--- config.mk ---
export PLATFORM = sky130hd
export DESIGN_NAME = rgu_pixel_scheduler
export DESIGN_NICKNAME = d
export VERILOG_FILES = /design/src/rtl/rgu_pixel_scheduler.sv
export SDC_FILE = /design/constraint.sdc
export NUM_CORES = 1
export LEC_CHECK = 0
export CORE_UTILIZATION = 56
export CTS_CLUSTER_SIZE = 10
export DETAILED_ROUTE_END_ITERATION = 12
export GPL_ROUTABILITY_DRIVEN = 1
export PLACE_DENSITY = 0.92
export SETUP_SLACK_MARGIN = 0.05
export SLEW_MARGIN = 20
export SYNTH_ARGS = -nofsm -noshare
export SYNTH_HDL_FRONTEND = slang
export SYNTH_SLANG_ARGS = --single-unit
--- constraint.sdc ---
create_clock -name iClock -period 7.3 [get_ports iClock]
set_input_delay 1.095 -clock iClock [delete_from_list [all_inputs] [get_ports iClock]]
set_output_delay 1.095 -clock iClock [all_outputs]
set_load 0.005 [all_outputs]
--- src/rtl/rgu_pixel_scheduler.sv ---
// Raster-order pixel sequencer for the ray generation unit: loads X/Y, restarts, runs to stop bit.
// All outputs are registered; new pixels are held off while the downstream ray FIFO is almost full.
module rgu_pixel_scheduler #(
  parameter int COORD_W        = 16,
  parameter int REG_PIXEL_X    = 0,
  parameter int REG_PIXEL_Y    = 1,
  parameter int MAX_RUN_CYCLES = 64
) (
  input  logic               iClock,
  input  logic               iReset,
  input  logic               iStart,
  input  logic               iAbort,
  input  logic [COORD_W-1:0] iResX,
  input  logic [COORD_W-1:0] iResY,
  input  logic               iFifoAlmostFull,
  input  logic               iRguStop,
  input  logic               iRguFifoPush,
  output logic               oRguSelected,
  output logic               oRguWrite,
  output logic [7:0]         oRguAddr,
  output logic [31:0]        oRguData,
  output logic               oRguRestart,
  output logic               oRguEnable,
  output logic               oBusy,
  output logic               oDone,
  output logic               oError,
  output logic [COORD_W-1:0] oPixelX,
  output logic [COORD_W-1:0] oPixelY,
  output logic [7:0]         oPushCount
);

  typedef enum logic [2:0] {
    IDLE, WAIT_SPACE, LOAD_X, LOAD_Y, RESTART, RUN, ADVANCE, DONE
  } state_t;

  localparam int RUN_W = $clog2(MAX_RUN_CYCLES + 1);
  localparam logic [RUN_W-1:0]   RUN_ONE  = RUN_W'(1);
  localparam logic [RUN_W-1:0]   RUN_MAX  = RUN_W'(MAX_RUN_CYCLES);
  localparam logic [COORD_W-1:0] COORD_ONE = COORD_W'(1);

  state_t             state, stateNext;
  logic [COORD_W-1:0] resX, resY;
  logic [RUN_W-1:0]   runCount;
  logic               startOk, lastCol, lastRow, watchdogHit;
  logic               selNext, wrNext, restartNext, enableNext, busyNext, doneNext;
  logic [7:0]         addrNext;
  logic [31:0]        dataNext;

  assign startOk = iStart && (iResX != '0) && (iResY != '0);
  assign lastCol = (oPixelX == resX - COORD_ONE);
  assign lastRow = (oPixelY == resY - COORD_ONE);

  always_comb begin
    stateNext   = state;
    watchdogHit = 1'b0;
    case (state)
      IDLE:       if (startOk) stateNext = WAIT_SPACE;
      WAIT_SPACE: if (!iFifoAlmostFull) stateNext = LOAD_X;
      LOAD_X:     stateNext = LOAD_Y;
      LOAD_Y:     stateNext = RESTART;
      RESTART:    stateNext = RUN;
      RUN: begin
        // The stop bit seen in the first RUN cycle belongs to the previous program.
        if (runCount != RUN_ONE && iRguStop) begin
          stateNext = ADVANCE;
        end else if (runCount == RUN_MAX) begin
          stateNext   = DONE;
          watchdogHit = 1'b1;
        end
      end
      ADVANCE:    stateNext = (lastCol && lastRow) ? DONE : WAIT_SPACE;
      DONE:       stateNext = IDLE;
      default:    stateNext = IDLE;
    endcase
    if (iAbort && state != IDLE) begin
      stateNext   = IDLE;
      watchdogHit = 1'b0;
    end

    // Outputs are decoded from the next state so they register alongside it.
    selNext     = 1'b0;
    wrNext      = 1'b0;
    restartNext = 1'b0;
    enableNext  = 1'b0;
    doneNext    = 1'b0;
    addrNext    = '0;
    dataNext    = '0;
    busyNext    = (stateNext != IDLE) && (stateNext != DONE);
    case (stateNext)
      LOAD_X: begin
        selNext  = 1'b1;
        wrNext   = 1'b1;
        addrNext = {1'b0, 7'(REG_PIXEL_X)};
        dataNext = 32'(oPixelX);
      end
      LOAD_Y: begin
        selNext  = 1'b1;
        wrNext   = 1'b1;
        addrNext = {1'b0, 7'(REG_PIXEL_Y)};
        dataNext = 32'(oPixelY);
      end
      RESTART: restartNext = 1'b1;
      RUN:     enableNext  = 1'b1;
      DONE:    doneNext    = 1'b1;
      default: ;
    endcase
  end

  always_ff @(posedge iClock or posedge iReset) begin
    if (iReset) begin
      state        <= IDLE;
      resX         <= '0;
      resY         <= '0;
      runCount     <= '0;
      oRguSelected <= 1'b0;
      oRguWrite    <= 1'b0;
      oRguAddr     <= '0;
      oRguData     <= '0;
      oRguRestart  <= 1'b0;
      oRguEnable   <= 1'b0;
      oBusy        <= 1'b0;
      oDone        <= 1'b0;
      oError       <= 1'b0;
      oPixelX      <= '0;
      oPixelY      <= '0;
      oPushCount   <= '0;
    end else begin
      state        <= stateNext;
      oRguSelected <= selNext;
      oRguWrite    <= wrNext;
      oRguAddr     <= addrNext;
      oRguData     <= dataNext;
      oRguRestart  <= restartNext;
      oRguEnable   <= enableNext;
      oBusy        <= busyNext;
      oDone        <= doneNext;

      if (state == IDLE && startOk) begin
        resX    <= iResX;
        resY    <= iResY;
        oPixelX <= '0;
        oPixelY <= '0;
        oError  <= 1'b0;
      end
      if (watchdogHit) oError <= 1'b1;

      if (state == ADVANCE && !iAbort) begin
        if (!lastCol) begin
          oPixelX <= oPixelX + COORD_ONE;
        end else begin
          oPixelX <= '0;
          if (!lastRow) oPixelY <= oPixelY + COORD_ONE;
        end
      end

      if (stateNext == RUN) runCount <= (state == RUN) ? runCount + RUN_ONE : RUN_ONE;
      else                  runCount <= '0;

      if (stateNext == RESTART)
        oPushCount <= '0;
      else if (state == RUN && iRguFifoPush && oPushCount != 8'hFF)
        oPushCount <= oPushCount + 8'd1;
    end
  end

endmodule
==> summary.md, run 1 <==
| Metric | Value |
|---|---|
| Static leakage | between 2 and 3 nW |
| Clock transition at path regs | 0.10 ns |
| H-tree Lvls | 3 |
| Worst hold path class | register to register |
| Worst r2r src | resX[0] |
| Setup Skew | 0.01208 ns |
| Top-area cell type share of the netlist area | 42.07% |
| GRT Total Usage | around 28% |
| CP Max Fanout | 13 |
| Max Clk Rate | 280.8 MHz |
| Seq/Total Area, Yosys | 42.07% |
| Syn avg cell area | around 9.8 µm² |
| I/O pin total | 126 |
| Clk sinks | 105 |
| Count of hold-fix buffers inserted at cts | 0 |
| First-pass GRT wire length | 25,190 µm |
| Drt total wl | 15,660 µm |
| TritonCTS buffer count | 9 |
| R2r setup slk | between 3 and 4 ns |
| Number of gates resized after CTS | 0 |
| CTS tree | built |
| Initial antenna violation count | 0 |
| Vias per inst | approximately 6.3 |
| Nature of the critical path endpoint | register |
| Critical path type | register to register |
| Arr. time, crit path | 3.88 ns |
| Pwr Density | 283.9 mW/mm² |
| Main synth FF type | dfrtp_1 |
| Ys async rst share | 100.0% |
| Layout net count | 765 |
| Ys Warns | 0 |
| VDD IR max | 0.1957 mV |
| Post-layout util | between 60% and 70% |
| Post-Synthesis Cell Area | approximately 0.0062 mm² |
| RSZ-0062 raised after global routing | false |
| Detail Placement HPWL | ~11,000 µm |
| Drt drc | 0 |
| Hold slack | 0.5430 ns |
| Setup TNS Final | 0 ns |
| Rel. slew slack | 29.82% |
| Critical Path RT | 7.62 ns |
| Root buf cell | clkbuf_8 |
| Final setup violation count | 0 |
| Share of cells above drive strength 1 | 9.267% |
| Area growth, synth to finish | 18.99% |
| Post-synth EDFFs | 0 |
| R2r endpoint | oPixelY[7] |
| Clock latency at the later pin of the worst-skew pair | 0.39 ns |
| Yosys cell types | 75 |
| Status | completed |
| Final Hold Viols | 0 |
| TritonRoute pass-1 iters | 5 |
| Hold_sp | resY[15] |
| Final worst-path cycle share | around half |
| Remaining Overflow, GRT | 0 |
| Die width | 107.6 µm |
| Tmin final | between 3 and 4 ns |
| Slew Limit Fails | 0 |
| Pin slew with the least headroom to its limit | 1.050 ns |
| Clock Tree Buf Depth | 2 |
| Largest cells by area after synthesis | dfrtp_1 42%, mux2_2 5.8%, xor2_1 3.5% |
| Diodes inserted | 0 |
| Vert. Die Dim | 107.6 µm |
| R2R cell count | 10 |
| Row count | 38 |
| Starting Density | 57.62% |
| Number of global-route vias before repair | 5,201 |
| Yosys top cell by area | dfrtp_1 |
| Vias post-DR | 5,420 |
| Hold Path Stages | 1 |
| Post-route antenna net violation count | 0 |
| Wire per inst | 18.15 µm |
| FF+latch count, synth | ~110 |
| Port Buf Inserts | 102 |
| Total core area | 0.01084 mm² |
| Number of max-cap violations | 0 |
| Initial drt markers | 449 |
| Worst Hold Path EP | resY[15] |
| Routability cong. | 0.9503 |
| Synth Instances | 635 |
| Critical path startpoint category | register |
| Largest net degree at the start of global routing | 66 |
| Die area | 0.01158 mm² |
| Number of post-CTS setup repair buffers | 0 |
==> critical path, stage by stage, from the launching register on <==
cell	delay (ns)
dfrtp_1	0.43
inv_1	0.08
ha_1	0.20
or3b_1	0.51
nand2b_4	0.20
o311ai_1	0.29
o21ai_0	0.23
nor4_4	0.48
nand4_2	0.40
or4bb_1	0.58
o21ai_1	0.09
==> layer usage <==
metal | GRT usage (%) | wire length, µm | vias up
li1 | - | - | 2424
met1 | 35.72 | 6464 | 2668
met2 | 45.65 | 7533 | 282
met3 | 4.843 | 1193 | 46
met4 | 15.26 | 470 | 0
met5 | 0 | 0 | -
==> logic make-up (layout without fill, tap and decap cells) <==
| group | after synthesis | after routing | share of synthesized area, % |
|---|---|---|---|
| flip-flops | 105 | 105 | 42.07 |
| XOR/XNOR | 49 | 49 | 6.871 |
| buffers and inverters | 71 | 137 | 6.090 |
| AND/OR/NAND/NOR | 239 | 239 | 21.77 |
| other | 1 | 23 | 0.06004 |
| adder cells (fa/ha/maj) | 8 | 8 | 1.603 |
| multiplexers | 52 | 52 | 8.974 |
| AO/OA/AOI/OAI | 110 | 110 | 12.56 |
==> state kept, by name (all words and copies together), names as in the netlist <==
register and flops:
oBusy 1, oDone 1, oError 1, oPixelX 16, oPixelY 16, oPushCount 8
oRguAddr 1, oRguData 16, oRguEnable 1, oRguRestart 1, oRguWrite 1, resX 16
resY 16, runCount 7, state 3
==> synth_stat cells (all sizes together), types with 14 or more instances <==
library cell,count
nor2,48
nand4,14
o211ai,18
mux2,32
xnor2,24
nor3,19
buf,35
o21ai,22
xor2,25
mux2i,20
dfrtp,105
clkbuf,20
nand2,34
nor4,18
inv,16
nand3,27
==> placed cells by master (no fill, tap or decap), drive strengths merged, types with 8 or more instances in the layout <==
cell type,count
nor2b,10
o31ai,10
and3,13
nand4,14
xnor2,24
nor4,18
mux2i,20
ha,8
nand2b,13
nand3,27
or3,8
clkbuf,10
nor2,48
o211ai,18
inv,17
nand2,34
conb,23
o21ai,22
xor2,25
clkdlybuf4s50,102
o21a,9
nor3,19
mux2,32
dfrtp,105
nor3b,9
a21oi,8
==> final cells by class <==
type                            instances  area (µm²)
Timing Repair Buffer                  105        1044
Multi-Input combinational cell        481        3321
Inverter                               16       62.56
Clock inverter                          6       65.06
Sequential cell                       105        2628
Clock buffer                           10       137.6
Fill cell                             776        3408
Tap cell                              140       175.2
==> where the power goes <==
| part | internal [W] | switching (W) |
|---|---|---|
| combinational | 0.000410 | 0.000411 |
| sequential | 0.000702 | 0.000213 |
| clock | 0.000169 | 0.000205 |
==> metrics by stage <==
stage	instance area (µm²)	power, W	worst slack, ns	cells
floorplan	6329	0.001500	3.444	657
global placement	7229	0.001660	3.704	847
detailed placement	7229	0.001718	3.629	847
CTS	7432	0.002098	3.784	863
global route	7432	0.002232	3.515	863
finish	7432	0.002110	3.739	863
==> worst max path at each step <==
stage / cells past startpoint / slack, ns / start / to
4_1_cts: 10 / 3.78 / resX[0] / oPixelY[7]
5_1_grt: 10 / 3.51 / resX[0] / oPixelY[7]
3_5_place_dp: 7 / 3.63 / iResY[15] / oPixelY[7]
6_report: 10 / 3.74 / resX[0] / oPixelY[7]
2_1_floorplan: 1 / 3.44 / iReset / oBusy
3_3_place_gp: 7 / 3.70 / iResY[15] / oPixelY[7]
No activity file was read; power rests on OpenSTA's default activity.
==> run 2, diff against run 1 <==
--- a/config.mk
+++ b/config.mk
@@ -5,11 +5,11 @@
 export SDC_FILE = /design/constraint.sdc
 export NUM_CORES = 1
 export LEC_CHECK = 0
-export CORE_UTILIZATION = 56
+export CORE_UTILIZATION = 47
 export CTS_CLUSTER_SIZE = 10
 export DETAILED_ROUTE_END_ITERATION = 12
 export GPL_ROUTABILITY_DRIVEN = 1
-export PLACE_DENSITY = 0.92
+export PLACE_DENSITY = 0.83
 export SETUP_SLACK_MARGIN = 0.05
 export SLEW_MARGIN = 20
 export SYNTH_ARGS = -nofsm -noshare
==> constraint.sdc (replaced) <==
create_clock -name iClock -period 2.9 [get_ports iClock]
set_input_delay 0.435 -clock iClock [delete_from_list [all_inputs] [get_ports iClock]]
set_output_delay 0.435 -clock iClock [all_outputs]
set_load 0.005 [all_outputs]
==> summary.md, run 2 (synthesized netlist as in run 1, its figures left out) <==
| Metric | Value |
|---|---|
| Worst path slowest cell | dfrtp_1 |
| Pin slew with the least headroom to its limit | about 0.68 ns |
| Max Clk Rate | 340.7 MHz |
| Clock latency at the later pin of the worst-skew pair | ~0.36 ns |
| Vias per inst | 5.792 |
| Dpl ws | -0.1648 ns |
| CP dominant cell by count | buf_6 |
| Area growth, synth to finish | 37.70% |
| Layout net count | between 800 and 900 |
| VDD IR max | 0.7232 mV |
| Cell area after layout | about 0.0086 mm² |
| Die area | around 0.014 mm² |
| Drt drc | 0 |
| Slew Limit Fails | 0 |
| Static leakage | 3.602 nW |
| Starting Density | 48.90% |
| Pwr Density | 747.4 mW/mm² |
| Vert. Die Dim | 117.3 µm |
| Hold slack | 0.4174 ns |
| CTS tree | built |
| Fin cells | ~980 |
| Number of global-route vias before repair | 5,420 |
| Detail Placement HPWL | 13,100 µm |
| Rel. slew slack | 54.35% |
| Tmin final | 2.935 ns |
| I/O pin total | 126 |
| CP delay by family, top | simple AND/OR/NAND/NOR gates |
| Count of hold-fix buffers inserted at cts | 0 |
| Largest stage delay on the critical path | 0.42 ns |
| Register area | 0.002630 mm² |
| Largest net degree at the start of global routing | 91 |
| Final worst-path cycle share | 101.2% |
| Fillcell total | 951 |
| H-tree Lvls | 3 |
| Setup Skew | 0.007613 ns |
| Number of max-cap violations | 0 |
| RSZ-0062 raised after global routing | true |
| Worst r2r src | resX[0] |
| Critical path startpoint category | register |
| Port Buf Inserts | 102 |
| Diodes inserted | 0 |
| Placed insts | 949 |
| Clock Tree Buf Depth | 2 |
| GRT Total Usage | between 20% and 30% |
| Root buf cell | clkbuf_16 |
| Row count | 41 |
| Routability cong. | 0.9289 |
| Share of cells above drive strength 1 | a little under a quarter |
| Status | finished with violations |
| Placed Area | 0.007845 mm² |
| Area of the multi-input gates | 0.003595 mm² |
| TritonRoute pass-1 iters | 5 |
| Die width | 117.3 µm |
| Final Hold Viols | 0 |
| Clk sinks | 105 |
| Setup slack after layout | -0.03540 ns |
| Worst hold path class | primary input to async pin |
| Critical path origin | resX[0] |
| TritonCTS buffer count | 9 |
| Setup TNS Final | -0.06252 ns |
| Total core area | 0.01277 mm² |
| Critical Path RT | 3.20 ns |
| Arr. time, crit path | 3.24 ns |
| Commonest cells after routing, fill and taps aside | 103 x dfrtp_1, 102 x clkdlybuf4s50_1, 75 x buf_4 |
| Vias post-DR | 5,682 |
| Drt total wl | 18,210 µm |
| First-pass GRT wire length | 27,730 µm |
| Remaining Overflow, GRT | 0 |
| Final setup violation count | 5 |
| Post-route antenna net violation count | 0 |
| Nature of the critical path endpoint | register |
| Failing checks | setup timing |
| CP Max Fanout | 6 |
| Critical path type | register to register |
| Initial drt markers | 432 |
| Clock transition at path regs | 0.07 ns |
| Commonest non-fill, non-tap cell in the layout | dfrtp_1 |
| Initial antenna violation count | 0 |
| Worst Path Buf+Inv | 5 |
| Wire per inst | approximately 19 µm |
| Worst-path cell chain | inv_1 > ha_2 > or3b_4 > buf_6 > nor4b_4 > nor2_1 > a31oi_1 > buf_4 > nor4_4 > buf_6 > a21o_4 > buf_6 > o211ai_1 > o21a_1 |
==> run 2: changes by cell type in the layout (fill, tap and decap cells not counted), moves of 5 or more <==
cell	change
o21ai_1	+5
clkbuf_8	-10
clkbuf_16	+10
o21ai_0	-9
nor4_2	+5
nor4_1	-5
buf_6	+9
buf_4	+72
nor3_1	-5
==> run 2: stage by stage <==
stage | total power, W | utilization, %
after floorplan | 0.003794 | -
after detailed placement | 0.004758 | 61.42
final | 0.006428 | 67.33
after global routing | 0.006782 | 67.33
after CTS | 0.006184 | 64.77
after global placement | 0.004640 | 61.42
==> run 2: worst paths after layout <==
kind | endpoint | slack [ns] | cells past startpoint
min in group iClock | oError | 0.52 | 1
hold / removal | resY[4] | 0.42 | 2
max in group asynchronous | resX[0] | 1.69 | 3
hold reg to reg | oError | 0.52 | 1
setup / recovery | oPixelX[6] | -0.04 | 14
setup reg to reg | oPixelX[6] | -0.04 | 14
==> run 2: repair_timing <==
| action | 4_1_cts | 5_1_grt |
|---|---|---|
| cloned | 0 | 2 |
| hold endpoints to repair | 0 | 0 |
| buffers inserted | 5 | 10 |
| setup endpoints to repair | 31 | 42 |
| gates resized for setup | 13 | 51 |
| pin swaps | 8 | 24 |
==> run 2: final cells by class <==
| class | count | area share (%) |
|---|---|---|
| clock buffer | 9 | 2.619 |
| clock inverter | 7 | 1.178 |
| inverter | 16 | 0.7419 |
| multi-input combinational | 482 | 41.80 |
| sequential | 105 | 30.58 |
| tap | 172 | 2.502 |
| timing repair buffer | 190 | 20.58 |
==> run 2: worst register-to-register path, stage by stage, from the launching register on <==
cell      delay, ns
dfrtp_1        0.42
inv_1          0.08
ha_2           0.16
or3b_4         0.41
buf_6          0.15
nor4b_4        0.30
nor2_1         0.07
a31oi_1        0.20
buf_4          0.16
nor4_4         0.04
buf_6          0.14
a21o_4         0.26
buf_6          0.15
o211ai_1       0.19
o21a_1         0.15
==> run 2: power by group <==
group / internal [W] / switching, W / total [W]
Clock: 0.000764 / 0.000575 / 0.00134
Combinational: 0.00146 / 0.00144 / 0.00290
Sequential: 0.00177 / 0.000416 / 0.00219
==> run 2: per-layer routing <==
layer / GRT usage (%) / part of all wire, %
met1: 34.20 / 42
met2: 44.12 / 49
met3: 6.076 / 6.0
met4: 10.04 / 3.2
met5: 0 / 0
==> run 3, diff against run 2 <==
--- a/config.mk
+++ b/config.mk
@@ -5,11 +5,13 @@
 export SDC_FILE = /design/constraint.sdc
 export NUM_CORES = 1
 export LEC_CHECK = 0
-export CORE_UTILIZATION = 47
+export CELL_PAD_IN_SITES_DETAIL_PLACEMENT = 2
+export CELL_PAD_IN_SITES_GLOBAL_PLACEMENT = 2
+export CORE_UTILIZATION = 29
 export CTS_CLUSTER_SIZE = 10
 export DETAILED_ROUTE_END_ITERATION = 12
 export GPL_ROUTABILITY_DRIVEN = 1
-export PLACE_DENSITY = 0.83
+export PLACE_DENSITY = 0.82
 export SETUP_SLACK_MARGIN = 0.05
 export SLEW_MARGIN = 20
 export SYNTH_ARGS = -nofsm -noshare
==> summary.md, run 3 (synthesized netlist as in run 1, its figures left out) <==
| Metric | Value |
|---|---|
| Number of global-route vias before repair | between 6,000 and 7,000 |
| Static leakage | 3.848 nW |
| Rel. slew slack | 44.56% |
| Max Clk Rate | about 300 MHz |
| Row count | 53 |
| Setup slack after layout | -0.3363 ns |
| Placed Area | 0.008227 mm² |
| Clock Tree Buf Depth | 2 |
| Vias per inst | 5.596 |
| Final worst-path cycle share | 111.6% |
| Final setup violation count | 37 |
| Worst-path cell chain | nor4_1 > buf_4 > nand4_1 > xnor2_1 > or4_4 > nor4_4 > buf_6 > nand4_4 > or4bb_1 > o21ai_1 |
| RSZ-0062 raised after global routing | true |
| Layout net count | 885 |
| Wire per inst | about 27 µm |
| Fin cells | between 1,000 and 1,500 |
| Post-layout util | 43.84% |
| Setup TNS Final | -5.002 ns |
| Pwr Density | around 770 mW/mm² |
| Die area | 0.02213 mm² |
| Fillcell total | 2,203 |
| Critical path type | register to register |
| H-tree Lvls | 3 |
| TritonCTS buffer count | 9 |
| Slew Limit Fails | 0 |
| CP Max Fanout | 5 |
| Remaining Overflow, GRT | 0 |
| Vias post-DR | 6,256 |
| Diodes inserted | 0 |
| Area of the multi-input gates | between 0.003 and 0.004 mm² |
| Worst Path Buf+Inv | 2 |
| TritonRoute pass-1 iters | 4 |
| Number of max-cap violations | 0 |
| VDD IR max | roughly 0.35 mV |
| Root buf cell | clkbuf_16 |
| GRT Total Usage | approximately a quarter |
| Setup Skew | 0.01163 ns |
| Clk sinks | 105 |
| Arr. time, crit path | between 3 and 4 ns |
| Initial drt markers | 272 |
| Port Buf Inserts | around 100 |
| Placed insts | ~1,100 |
| Clock latency at the later pin of the worst-skew pair | about 0.37 ns |
| Commonest cells after routing, fill and taps aside | 102 x clkdlybuf4s50_1, 102 x dfrtp_1, 95 x buf_4 |
| Critical Path RT | around 3.2 ns |
| Register area | 0.002631 mm² |
| First-pass GRT wire length | 39,280 µm |
| Detail Placement HPWL | ~18,000 µm |
| Hold slack | approximately 0.53 ns |
| Starting Density | 29.62% |
| Failing checks | setup timing |
| Final Hold Viols | 0 |
| Largest net degree at the start of global routing | 106 |
| CP delay by family, top | simple AND/OR/NAND/NOR gates |
| Total core area | 0.02109 mm² |
| Routability cong. | roughly 0.85 |
| Worst hold path class | register to register |
| Drt drc | 0 |
| Initial antenna violation count | 0 |
| Vert. Die Dim | 148.8 µm |
| Cell area after layout | slightly above 0.009 mm² |
| I/O pin total | 126 |
| Post-route antenna net violation count | 0 |
| Share of cells above drive strength 1 | 30.37% |
| Worst path slowest cell | or4_4 |
| CTS tree | built |
| Die width | 148.8 µm |
| Count of hold-fix buffers inserted at cts | 0 |
| Pin slew with the least headroom to its limit | ~0.83 ns |
| Largest stage delay on the critical path | 0.59 ns |
| Area growth, synth to finish | 48.00% |
| Clock transition at path regs | 0.07 ns |
| Nature of the critical path endpoint | register |
| Drt total wl | 30,040 µm |
| Critical path startpoint category | register |
| Status | finished with violations |
| Tmin final | 3.236 ns |
==> run 3: layout make-up <==
class | instances | area share, %
clock buffers | 10 | 2.477
clock inverters | 6 | 0.5279
inverters | 16 | 0.6903
well taps | 275 | 3.722
multi-input cells | 482 | 41.74
repair buffers | 224 | 22.37
flip-flops and latches | 105 | 28.47
==> run 3: routing by layer <==
layer / track usage (%) / routed length [µm] / vias up
li1: - / - / 2668
met3: 3.303 / 1214 / 92
met1: 27.22 / 11640 / 3258
met2: 42.36 / 15630 / 238
met4: 10.87 / 1551 / 0
met5: 0 / 0 / -
==> run 3: worst paths after layout <==
kind,from,end,slack (ns),depth (start not counted)
worst min-delay path,resX[15],resX[15],0.53,1
min in group asynchronous,iReset,oRguData[2],0.61,3
worst max register to register,resX[1],oPixelY[7],-0.34,10
worst min register to register,resX[15],resX[15],0.53,1
max in group asynchronous,iReset,resX[4],1.85,3
worst max-delay path,resX[1],oPixelY[7],-0.34,10
==> run 3: report_power, final <==
group	internal, W	switching (W)
clock	0.000596	0.000642
combinational	0.00171	0.00199
sequential	0.00178	0.000367
==> run 3: through the flow <==
| stage | setup WS, ns | power (W) |
|---|---|---|
| 6_report | -0.3363 | 0.007081 |
| 5_1_grt | -0.3627 | 0.007369 |
| 4_1_cts | -0.08285 | 0.006440 |
| 3_5_place_dp | -0.1986 | 0.005081 |
| 3_3_place_gp | -0.1031 | 0.004887 |
| 2_1_floorplan | 0.002863 | 0.003794 |
==> run 3: repair_timing <==
item | CTS | global route
cloned | 1 | 0
pin swaps | 25 | 31
resized for setup | 51 | 83
setup endpoints to repair | 45 | 45
setup buffers | 8 | 10
